`src/rtl/booth_seq_ctrl.sv`:
```
// booth_seq_ctrl: sequencer for one radix-2 Booth multiply on an external
// datapath (operand load/enable, accumulator clear, add/sub/shift commands).
module booth_seq_ctrl #(
  parameter int WIDTH = 16,
  parameter int CNT_W = $clog2(WIDTH + 1)
) (
  input  logic             clk,
  input  logic             reset,
  input  logic             start,
  input  logic             q0,
  input  logic             qm1,
  output logic             ld_in,
  output logic             en_in,
  output logic             clr_acc,
  output logic             add,
  output logic             sub,
  output logic             shift,
  output logic             busy,
  output logic             done,
  output logic [CNT_W-1:0] count
);

  typedef enum logic [2:0] {
    S_IDLE,
    S_LOAD,
    S_ENABLE,
    S_INIT,
    S_EVAL,
    S_SHIFT,
    S_DONE
  } state_t;

  state_t           r_state;
  state_t           w_state_nxt;
  logic [CNT_W-1:0] r_count;
  logic [CNT_W-1:0] w_count_nxt;

  always_ff @(posedge clk or negedge reset) begin
    if (!reset) begin
      r_state <= S_IDLE;
      r_count <= '0;
    end else begin
      r_state <= w_state_nxt;
      r_count <= w_count_nxt;
    end
  end

  always_comb begin
    w_state_nxt = r_state;
    w_count_nxt = r_count;
    ld_in       = 1'b0;
    en_in       = 1'b0;
    clr_acc     = 1'b0;
    add         = 1'b0;
    sub         = 1'b0;
    shift       = 1'b0;
    done        = 1'b0;
    unique case (r_state)
      S_IDLE: begin
        if (start) w_state_nxt = S_LOAD;
      end
      S_LOAD: begin
        ld_in       = 1'b1;
        w_state_nxt = S_ENABLE;
      end
      S_ENABLE: begin
        en_in       = 1'b1;
        w_state_nxt = S_INIT;
      end
      S_INIT: begin
        clr_acc     = 1'b1;
        w_count_nxt = CNT_W'(WIDTH);
        w_state_nxt = S_EVAL;
      end
      // Booth pair 10 -> subtract, 01 -> add, 00/11 -> no-op
      S_EVAL: begin
        sub         = q0 & ~qm1;
        add         = ~q0 & qm1;
        w_state_nxt = S_SHIFT;
      end
      S_SHIFT: begin
        shift       = 1'b1;
        w_count_nxt = r_count - CNT_W'(1);
        if (r_count == CNT_W'(1)) w_state_nxt = S_DONE;
        else                      w_state_nxt = S_EVAL;
      end
      S_DONE: begin
        done        = 1'b1;
        w_state_nxt = S_IDLE;
      end
      default: begin
        w_state_nxt = S_IDLE;
      end
    endcase
  end

  assign busy  = (r_state != S_IDLE);
  assign count = r_count;

endmodule

```
`config.mk`:
```
export PLATFORM = sky130hd
export DESIGN_NAME = booth_seq_ctrl
export DESIGN_NICKNAME = d
export VERILOG_FILES = /design/src/rtl/booth_seq_ctrl.sv
export SDC_FILE = /design/constraint.sdc
export NUM_CORES = 1
export LEC_CHECK = 0
export BUFFER_PORTS_ARGS = -buffer_cell sky130_fd_sc_hd__clkbuf_2
export CAP_MARGIN = 20
export CORE_AREA = 2 2 39 41
export DETAILED_ROUTE_END_ITERATION = 8
export DIE_AREA = 0 0 41 43
export PLACE_DENSITY = 0.7
export REMOVE_ABC_BUFFERS = 1
export SLEW_MARGIN = 25
export SYNTH_ARGS = -nofsm -noshare
export SYNTH_HDL_FRONTEND = slang
export SYNTH_SLANG_ARGS = --single-unit
```
`constraint.sdc`:
```
create_clock -name clk -period 1.8 [get_ports clk]
set_clock_uncertainty 0.05 [all_clocks]
set_input_delay 0.36 -clock clk [delete_from_list [all_inputs] [get_ports clk]]
set_output_delay 0.36 -clock clk [all_outputs]
set_load 0.02 [all_outputs]
```
==> impl_results.md <==
- Largest net degree at the start of global routing: 16
- Fraction of post-synthesis cell area in the top cell type by area: 0.3687
- Synth unique cells: 29
- Number of vias per cell: 5.222
- Fraction of the mapped netlist area in compound gates: 0.09908
- Achievable clock frequency: between 500 and 600 MHz
- Cell seen most often among critical-path stages: sky130_fd_sc_hd__buf_6
- Maximum level of the CTS H-tree: 1
- Main flop type after synthesis: sky130_fd_sc_hd__dfrtp_1
- Post-DP HPWL: 792.3 um
- Register-to-register path setup slack: 0.39 ns
- Die H: between 40 and 50 um
- Std-Cell Rows: 14
- Count of input and output buffers: 17
- Area fraction in and, or, nand and nor cells after synthesis: 0.3618
- Post-synthesis instance total: 53
- Total power per unit cell area: 1747 mW/mm^2
- Critical path required time: approximately 1.4 ns
- Length of the first detailed-routing pass in iterations: 2
- First-pass GRT wire length: around 1.7 mm
- XOR/XNOR Fraction of Synth Area: 0.01613
- Total CTS buffers: 3
- CP peak stage delay: 0.44 ns
- Via count: 470
- Synthesized area divided by synthesized cell count: roughly 10 um^2
- Total clock sinks: 8
- Max FO, Critical Path: 7
- Number of pins exceeding their max-slew limit in the final report: 0
- Number of buffers between clock root and the deepest sink: 2
- Count of synthesis-stage warnings from yosys: 0
- Total number of nets in the final design: just over 80
- Core ar.: 0.001384 mm^2
- DRC marker count from the first detailed-route iteration: 5
- Most common library cells after synthesis: 8 x sky130_fd_sc_hd__dfrtp_1, 6 x sky130_fd_sc_hd__inv_1, 3 x sky130_fd_sc_hd__a21oi_1, 3 x sky130_fd_sc_hd__nand2_1, 3 x sky130_fd_sc_hd__nand3_1
- Maximum VDD drop: about 0.8 mV
- Final weighted congestion in routability-driven placement: 0.6302
- Number of enable flip-flop cells after synthesis: 0
- Starting utilization of the core area: 0.3924
- Remaining Overflow, GRT: 0
- Share of cells above drive strength 1: 0.4459
- Share of flip-flops with an asynchronous set or reset: 1.000
- Synthesis-to-layout area growth: 31.57%
- Initial antenna violation count: 0
- Top-level port count: 18
- Die Wd: 41 um
- Cell with the largest stage delay on the worst path: sky130_fd_sc_hd__dfrtp_2
- Worst path arrival time: 1.35 ns
- #FFs+latches synth: 8
- Capture point of the worst reg-to-reg path: count[4]
- Launching element type of the critical path: flop
- Clock latency of the later-clocked register in the worst-skew pair: 0.27 ns
- Vias in the first global route: 393
- Biggest area consumer among synthesized cells: sky130_fd_sc_hd__dfrtp_1
- Adder-cell share of the synthesized area: 0.04608
- Reg-to-reg critical path startpoint: count[0]
- DRC violation count after routing: 0
- Final cell utilization of the core: 0.5163
- Area contributors post-synth: sky130_fd_sc_hd__dfrtp_1 37%, sky130_fd_sc_hd__ha_1 4.6%, sky130_fd_sc_hd__nor4b_4 4.4%
- Minimum clock period after layout: 1.756 ns
- GRT Util Overall: 0.1587
- Library cell with the highest instance count after synthesis: sky130_fd_sc_hd__dfrtp_1
- Reported leakage power: 0.3560 nW
- Area of the die: between 0.0015 and 0.002 mm^2
- Placed Instances: 85
- Non-filler cells in the finished layout: 90
- Multiplexer fraction of the synthesized cell area: 0.01843
- CTS tree: done
- Source of the critical timing path: r_state[1]
- Type of the tightest min-delay check: input pin to flop
- Path depth of the worst reg2reg path: 5
- RSZ-0062 raised after global routing: false
- Count of final hold-check violations: 0
- Worst path cell trace: buf_6 > or3_4 > buf_6
- Crit end category: output port
- Remaining antenna violation count: 0
- Worst slew slack as a fraction of its limit: 0.7939
- Critical setup path kind: flop to output port
- Routed length per placed instance: between 10 and 15 um
- Capturing instance or port of the critical path: busy
- Main combinational cell family by area after synthesis: simple AND/OR/NAND/NOR gates
- Max Cap Violations: 0
- CTS root buf: sky130_fd_sc_hd__clkbuf_4
- Worst Max-Slew Pin Slew: 0.3092 ns
- Run status: finished clean
- Final period utilization: 0.9755
- Final setup viols: 0
- Sequential share of the synthesized area: 0.3687
- Final WL: 1.082 mm
- Synthesized area: 543.0 um^2
- Antenna diodes: 0
- Clock transition at the registers of the reported paths: 0.06 ns
==> routing by layer <==
| layer | vias to the layer above | part of all wire | track usage |
|---|---|---|---|
| met5 | - | 0 | 0 |
| met1 | 217 | 0.42 | 0.1842 |
| met3 | 4 | 0.080 | 0.09424 |
| li1 | 233 | - | - |
| met4 | 0 | 0.029 | 0.1000 |
| met2 | 16 | 0.47 | 0.2125 |
==> metrics by stage <==
stage	total power, mW	area, um^2	setup TNS, ns	hold slack [ns]	setup WS, ns
after floorplan	0.8183	516.7	-0.04775	0.01441	-0.04775
after global placement	1.014	636.9	0	0.1742	0.2721
after detailed placement	1.023	636.9	0	0.1757	0.2284
after CTS	1.199	684.4	0	0.3645	0.008917
after global routing	1.359	714.4	0	0.3629	0.004243
final	1.248	714.4	0	0.3615	0.04411
==> timing repair <==
item | in CTS | in global routing
resized for setup | 5 | 10
buffers inserted | 0 | 1
hold buffers | 1 | 0
setup endpoints to repair | 4 | 5
endpoints found under the hold margin | 8 | 0
==> power breakdown <==
| part | switching [mW] | internal, mW | total (mW) |
|---|---|---|---|
| Sequential | 0.174 | 0.262 | 0.436 |
| Combinational | 0.343 | 0.322 | 0.665 |
| Clock | 0.0704 | 0.0769 | 0.147 |
==> state kept, by name, summed over array words and instances (netlist names) <==
signal   count
count        5
r_state      3
==> cell usage in the layout, fill, tap and decap left out, types with 3 or more instances in the layout <==
| cell | count |
|---|---|
| sky130_fd_sc_hd__nand3_1 | 3 |
| sky130_fd_sc_hd__clkbuf_2 | 12 |
| sky130_fd_sc_hd__dfrtp_1 | 5 |
| sky130_fd_sc_hd__dfrtp_2 | 3 |
| sky130_fd_sc_hd__clkbuf_4 | 4 |
| sky130_fd_sc_hd__a21oi_1 | 3 |
| sky130_fd_sc_hd__buf_4 | 3 |
| sky130_fd_sc_hd__nand2_1 | 3 |
| sky130_fd_sc_hd__inv_1 | 6 |
==> critical path, delay by kind of cell, from the launching register on <==
kind,cells,cell delay [ns]
DFF,1,0.44
and+or+nand+nor,1,0.36
buffers and inverters,2,0.28
==> area by class of cell <==
type	instances	area, um^2
Fill cell	131	669.4
Multi-Input combinational cell	36	312.8
Sequential cell	8	203.9
Timing Repair Buffer	21	132.6
Clock buffer	3	22.52
Inverter	6	22.52
Tap cell	16	20.02
==> worst min-delay path by stage <==
stage               slack [ns]  cells after the start   from    endpoint
floorplan                 0.01                      0  reset    count[0]
global placement          0.17                      1  reset  r_state[1]
detailed placement        0.18                      1  reset  r_state[1]
CTS                       0.36                      3  start  r_state[0]
global route              0.36                      3  start  r_state[0]
finish                    0.36                      3  start  r_state[0]
==> cell families (layout without fill, tap and decap cells) <==
family          Yosys count  count (layout)
flops                     8               8
xor+xnor                  1               1
fa+ha+maj                 2               2
mux                       1               1
compound gates            9               9
buf+inv                   9              30
simple gates             23              23
Note: power is estimated with default switching activity, not from simulation.
